<file path="src/rtl/wam_pkg.sv">
// wam_pkg: shared Whack-A-Mole state type and default sizes
// reused by the sequencer and the score/HEX display blocks.
package wam_pkg;

  typedef enum logic [1:0] {
    IDLE,
    PLAY,
    OVER,
    PAUSE
  } game_state_t;

  localparam int DEF_GAME_SECONDS = 30;
  localparam int DEF_SCORE_W      = 8;

endpackage

</file>
<file path="src/rtl/game_sequencer_btn_sync_edge.sv">
// btn_sync_edge: 2-flop synchroniser plus rising-edge pulse.
// A button held through reset release never yields a pulse.
module btn_sync_edge (
  input  logic clk,
  input  logic reset,
  input  logic btn,
  output logic pulse
);

  logic       s1;
  logic       s2;
  logic       prev;
  logic [2:0] arm;

  always_ff @(posedge clk or posedge reset) begin
    if (reset) begin
      s1   <= 1'b0;
      s2   <= 1'b0;
      prev <= 1'b0;
      arm  <= '0;
    end else begin
      s1   <= btn;
      s2   <= s1;
      prev <= s2;
      arm  <= {arm[1:0], 1'b1};
    end
  end

  // edges are only trusted once prev reflects a real sampled level
  assign pulse = arm[2] & s2 & ~prev;

endmodule

</file>
<file path="src/rtl/game_sequencer.sv">
// game_sequencer: Whack-A-Mole round FSM, 1 s timer and score.
// Optional pause key/state built only with WAM_PAUSE_EN defined.
module game_sequencer
  import wam_pkg::*;
#(
  parameter int CLK_HZ       = 50_000_000,
  parameter int GAME_SECONDS = DEF_GAME_SECONDS,
  parameter int SCORE_W      = DEF_SCORE_W
) (
  input  logic               CLOCK_50,
  input  logic               reset,
  input  logic               start_btn,
  input  logic               mole_hit,
  input  logic               fi_done,
`ifdef WAM_PAUSE_EN
  input  logic               pause_btn,
`endif
  output logic               game_started,
  output logic               game_over,
  output logic [6:0]         time_left,
  output logic [SCORE_W-1:0] score,
  output logic               sec_tick
);

  localparam int PW = (CLK_HZ > 1) ? $clog2(CLK_HZ) : 1;
  localparam logic [PW-1:0]      PS_MAX = PW'(CLK_HZ - 1);
  localparam logic [6:0]         T_INIT = 7'(GAME_SECONDS);
  localparam logic [SCORE_W-1:0] S_MAX  = '1;

  game_state_t   state;
  logic [PW-1:0] prescaler;
  logic          fi_low_seen;
  logic          start_ev;
  logic          pause_ev;

  btn_sync_edge u_start (
    .clk   (CLOCK_50),
    .reset (reset),
    .btn   (start_btn),
    .pulse (start_ev)
  );

`ifdef WAM_PAUSE_EN
  btn_sync_edge u_pause (
    .clk   (CLOCK_50),
    .reset (reset),
    .btn   (pause_btn),
    .pulse (pause_ev)
  );
`else
  assign pause_ev = 1'b0;
`endif

  always_ff @(posedge CLOCK_50 or posedge reset) begin
    if (reset) begin
      state        <= IDLE;
      game_started <= 1'b0;
      game_over    <= 1'b0;
      time_left    <= T_INIT;
      score        <= '0;
      sec_tick     <= 1'b0;
      prescaler    <= '0;
      fi_low_seen  <= 1'b0;
    end else begin
      sec_tick <= 1'b0;
      case (state)
        IDLE: begin
          if (start_ev && fi_done) begin
            state        <= PLAY;
            game_started <= 1'b1;
            score        <= '0;
            time_left    <= T_INIT;
            prescaler    <= '0;
          end
        end
        PLAY: begin
          // a pause request freezes this cycle entirely
          if (pause_ev) begin
            state <= PAUSE;
          end else begin
            if (mole_hit && score != S_MAX)
              score <= score + 1'b1;
            if (prescaler == PS_MAX) begin
              prescaler <= '0;
              sec_tick  <= 1'b1;
              time_left <= time_left - 1'b1;
              if (time_left == 7'd1) begin
                state        <= OVER;
                game_started <= 1'b0;
                game_over    <= 1'b1;
              end
            end else begin
              prescaler <= prescaler + 1'b1;
            end
          end
        end
        PAUSE: begin
          if (pause_ev)
            state <= PLAY;
        end
        OVER: begin
          if (!fi_done)
            fi_low_seen <= 1'b1;
          // leave only after the FI message has actually been shown
          if (start_ev && fi_low_seen && fi_done) begin
            state       <= IDLE;
            game_over   <= 1'b0;
            fi_low_seen <= 1'b0;
          end
        end
        default: state <= IDLE;
      endcase
    end
  end

endmodule
</file>
<file path="config.mk">
export PLATFORM = sky130hd
export DESIGN_NAME = game_sequencer
export DESIGN_NICKNAME = d
export VERILOG_FILES = /design/src/rtl/wam_pkg.sv /design/src/rtl/game_sequencer_btn_sync_edge.sv /design/src/rtl/game_sequencer.sv
export SDC_FILE = /design/constraint.sdc
export NUM_CORES = 1
export LEC_CHECK = 0
export ABC_AREA = 1
export CAP_MARGIN = 10
export CORE_MARGIN = 4
export CORE_UTILIZATION = 50
export DETAILED_ROUTE_END_ITERATION = 16
export HOLD_SLACK_MARGIN = 0.05
export PLACE_DENSITY = 0.78
export SETUP_SLACK_MARGIN = 0.2
export SYNTH_ARGS = -nofsm -noshare
export SYNTH_HDL_FRONTEND = slang
export SYNTH_HIERARCHICAL = 1
export SYNTH_SLANG_ARGS = --single-unit
</file>
<file path="constraint.sdc">
create_clock -name CLOCK_50 -period 3.1 [get_ports CLOCK_50]
set_input_delay 0.775 -clock CLOCK_50 [delete_from_list [all_inputs] [get_ports CLOCK_50]]
set_output_delay 0.775 -clock CLOCK_50 [all_outputs]
set_load 0.01 [all_outputs]
</file>
## Word level (Yosys, flattened, before mapping)

Cells that the tools add are included.

- Bits in registers: 53
- Bits in latches: 0
- Bits in writable memories: 0
- Memory bits (read-only): 0
- Input bits: 5
- Word-level logic and storage cells: 71
- Memories: 0

- Add/subtract/negate cells: 3
- Multiply operators: 0
- Divide/modulo/power cells: 0
- Magnitude comparators: 0
- Equal/unequal tests: 12
- Shift operators: 0
- Muxes and demuxes: 26
- Bitwise gates (word level): 4
- Reduce and logical (&&, ||, !) cells: 14

Operators with widths:

| kind | count |
|---|---|
| two-way mux 26 bit | 2 |
| case mux 26 bit (2 select lines) | 1 |
| adder 26 x 1 -> 26 bit (second input constant) | 1 |
| equality test 26 bit (second input constant) | 1 |
| two-way mux 8 bit | 2 |
| case mux 8 bit (2 select lines) | 1 |
| two-way mux 7 bit | 2 |
| case mux 7 bit (2 select lines) | 1 |
| two-way mux 1 bit | 10 |
| != test 2 bit (second input constant) | 5 |
| adder 8 x 1 -> 8 bit (second input constant) | 1 |
| two-way mux 2 bit | 4 |
| != test 8 bit (second input constant) | 1 |
| AND reduction 4 bit | 2 |
| equality test 7 x 1 -> 1 bit (second input constant) | 1 |
| subtractor 7 x 1 -> 7 bit (second input constant) | 1 |
| case mux 2 bit (3 select lines) | 1 |
| AND reduction 3 bit | 2 |
| AND reduction 5 bit | 1 |
| equality test 2 bit (second input constant) | 2 |
| logical AND 1 bit | 4 |
| case mux 1 bit (2 select lines) | 2 |
| AND reduction 2 bit | 2 |
| nonzero test 2 bit | 2 |
| other kinds (5) | 7 |

## Depth between registers and ports, before layout

- Depth in word-level cells: 6
- Gate-level depth with buffers: 12

## Cells and area by module

The synthesis kept the hierarchy.

By module, submodules not included:

| module | instances | cells an instance | area each (µm²) |
|---|---|---|---|
| game_sequencer | 1 | 393 | 2964.1 |
| btn_sync_edge | 1 | 10 | 167.7 |

## Least setup slack after synthesis

No wires, ideal clock.

- Path type: input-to-reg
- Start: in fi_done
- End: reg prescaler[5]
- Library setup time: 0.120 ns
- Arrival: 1.554 ns
- Data required time: 2.980 ns
- Slack: 1.427 ns
- Cell stages on the path: 7
- Path buffers: 1
- Cell sequence: nand3_1 -> nand2_4 -> buf_6 -> nand2_1 -> nor2_1 -> xor2_1 -> nor2_1

- Longest elaborated chain between the ends: 3

RTL lines:

| item | RTL line | text |
|---|---|---|
| from (decl) | game_sequencer.sv:14 | `input logic fi_done,` |
| logical AND 1 bit | game_sequencer.sv:68 | `if (start_ev && fi_done) begin` |
| != test 2 bit (no source line) | n/a |  |
| AND reduction 2 bit (no source line) | n/a |  |
| to (signal assigned) | game_sequencer.sv:93 | `prescaler <= prescaler + 1'b1;` |
| to (decl) | game_sequencer.sv:31 | `logic [PW-1:0] prescaler;` |

No other way between the ends.
A chain may end at the register's enable or synchronous reset.

## Final worst setup path

- Start: reg time_left[2]
- End: out time_left[2]

RTL lines:

| item | RTL line | text |
|---|---|---|
| from (decl) | game_sequencer.sv:20 | `output logic [6:0] time_left,` |
| from (signal assigned) | game_sequencer.sv:86 | `time_left <= time_left - 1'b1;` |

No word-level cell between the ends.

==> impl_metrics.yaml <==
status:
  outcome: "complete, no violations"
cts:
  clockBufferDepth: 2
  postCtsHoldBufs: 0
  cts_buffers: 5
  clkTransAtPathRegs_ns: 0.10
  ctsResizeCount: 0
  clock_latency_ns: 0.31
  post_cts_buffers: 0
  cts.sinks: 53
  cts_root_buffer: "clkbuf_8"
  tritoncts: "yes"
  htree_levels: 2
sta:
  finClkSkew_ns: 0.00936
  slew_violations: 0
  final.min_clock_period_ns: 2.21
  rsz0062_at_grt: "false"
  fmax_ghz: 0.452
  worst_pin_slew_ns: 0.604
  finalSetupViolCount: 0
  tns_ns: 0
  period_share_pct: 71.4
  worst_hold_slack_ns: 0.354
  hold_viol: 0
  slew_headroom_pct: 59.7
power:
  irDropWorstVdd_mv: 0.523
  power-per-cell-area_mw_per_mm2: 624
  leakage_uw: 0.00162
floorplan:
  ioPinCount: 23
  start_util_pct: 52.3
  die_y_um: 87.1
  core_sq_mm: 0.00599
  rows: 28
  die_area_sq_mm: 0.00759
  die_x_um: 87.1
synthesis:
  ys_warn_count: 6
  ys_ff_latch: 53
  synth_area_leaders: "dfrtp_1 39%, nand2_1 13%, nor2_1 8.6%"
  ys_types: 35
  avgSynthCellArea_sq_um: 7.77
  syn_nets: 416
  seq_area_frac_synth_pct: 42.5
  syn_inst: 403
  synth_top_cell_by_area: "dfrtp_1"
  netlist_area_sq_mm: 0.00313
  synth_top_cell_area_share_pct: 39.2
grt:
  grt_max_degree: 48
  grt_pass1_vias: 2762
  grt_pass1_wl_mm: 12.5
  gr-total-overflow: 0
  antenna_found_initial: 0
  grt_use_total_pct: 20.4
setup_path:
  crit_chain: "clkdlybuf4s50_1"
  critical_path_class: "flop to primary output"
  required_ns: 2.32
  path_max_fanout: 6
  critPathTopFamily: "flip-flops"
  crit_buf_inv: 1
  cpPeakStageDelay_ns: 0.58
  slowest_stage: "dfstp_2"
  critical_path_arrival_ns: 1.44
  endpoint_kind: "primary output"
  critPathLaunchType: "flop"
layout:
  layout-drive-gt1-share_pct: 12.6
  multi_input_area_sq_mm: 0.00158
  syn_to_final_growth_pct: 12.1
  layout.nets: 441
  fillers: 532
  seq_area_sq_mm: 0.00133
  diodes: 0
place:
  io_buffers: 22
  routabilityCongestion: 0.936
  dp_hpwl_mm: 4.79
detailed_routing:
  drc: 0
  drtPass1Iterations: 8
  routed_via_density: 5.23
  wl_per_cell_um: 13.3
  postRouteAntennaNets: 0
  routed-via-count: 2635
  wirelength_mm: 6.69
  drt-initial-drc-count: 159
hold_path:
  min_path_type: "flop to flop"
run:
  cap_viol_max_count: 0
## stage by stage
step | std cells | area (sq um) | total power, uW | worst slack (ns) | util [%]
6_report | 504 | 3510 | 2190 | 0.887 | 58.6
5_1_grt | 504 | 3510 | 2370 | 0.795 | 58.6
4_1_cts | 504 | 3510 | 2210 | 0.881 | 58.6
3_5_place_dp | 496 | 3400 | 1730 | 0.669 | 56.7
3_3_place_gp | 496 | 3400 | 1700 | 0.708 | 56.7
2_1_floorplan | 403 | 3130 | 1510 | 1.22 | -
## state kept, by name, summed over array words and instances, names as in the netlist
name / count
sec_tick: 1
game_over: 1
time_left: 7
u_start/prev: 1
prescaler: 26
u_start/arm: 3
score: 8
fi_low_seen: 1
game_started: 1
u_start/s2: 1
state: 2
u_start/s1: 1
## cells by family after synthesis
logic type | Yosys count | share of synthesized area (%)
buffers and inverters | 46 | 6.91
AO/OA/AOI/OAI | 17 | 3.52
AND/OR/NAND/NOR | 262 | 39.3
XOR/XNOR | 16 | 4.47
adder cells (fa/ha/maj) | 8 | 3.20
other | 1 | 0.120
flip-flops | 53 | 42.5
## per-layer routing
metal  part of all wire, %  routed length, um  vias up  track usage [%]
li1                      -                  -     1313                -
met1                    45               2980     1226             26.6
met2                    49               3270       86             34.0
met3                   5.0                336       10             4.54
met4                   1.4                 93        0             6.14
met5                     0                  0        -                0
## final cells by class
class                   count  share of cell area (%)
multi-input cells         304                    45.1
well taps                  75                    2.67
clock buffers               6                    2.07
inverters                  40                    4.42
flip-flops and latches     53                    37.9
repair buffers             24                    6.70
clock inverters             2                    1.10
## synthesized netlist by cell type
cell / count
buf_6: 3
and3_1: 1
nor3b_1: 2
nand3_2: 5
nand4_1: 8
nand3b_1: 2
nand2_4: 2
nor2_4: 3
inv_2: 3
o31ai_1: 1
ha_1: 8
nand3_1: 29
xnor2_1: 1
nand2_8: 1
o41ai_1: 1
nor3_2: 1
or2_2: 3
buf_12: 1
nor3_1: 3
nand2_1: 110
nand2_2: 8
inv_6: 1
conb_1: 1
dfstp_2: 4
dfrtp_1: 49
nor4_1: 4
nor2_2: 6
a21oi_1: 5
inv_1: 36
xor2_1: 15
nor3_4: 2
clkbuf_1: 2
o21ai_0: 5
o21ai_2: 5
nor2_1: 72
## placed cells by master (no fill, tap or decap), drive strengths merged, types with 6 or more instances in the layout
cell type and instances:
xor2 15, nor3 6, ha 8, nand3 34, nand4 8, nor2 81, clkbuf 6, dfrtp 49
nand2 121, inv 40, clkdlybuf4s50 22, o21ai 10
## report_power, final
part           switching [uW]  internal [uW]  total, uW
logic                     504            306        810
registers                97.5            804        902
clock network             236            243        478
## worst paths after layout
check                                    start             end  slack [ns]  cells past startpoint
worst max-delay path              time_left[2]    time_left[2]        0.89                      1
worst max register to register        state[1]        score[2]        1.15                      8
max in group asynchronous                reset   prescaler[19]        1.73                      3
worst min register to register  u_start/arm[1]  u_start/arm[2]        0.35                      0
min in group asynchronous                reset      u_start/s2        0.72                      2
worst min-delay path            u_start/arm[1]  u_start/arm[2]        0.35                      0
No activity file was read; power rests on OpenSTA's default activity.
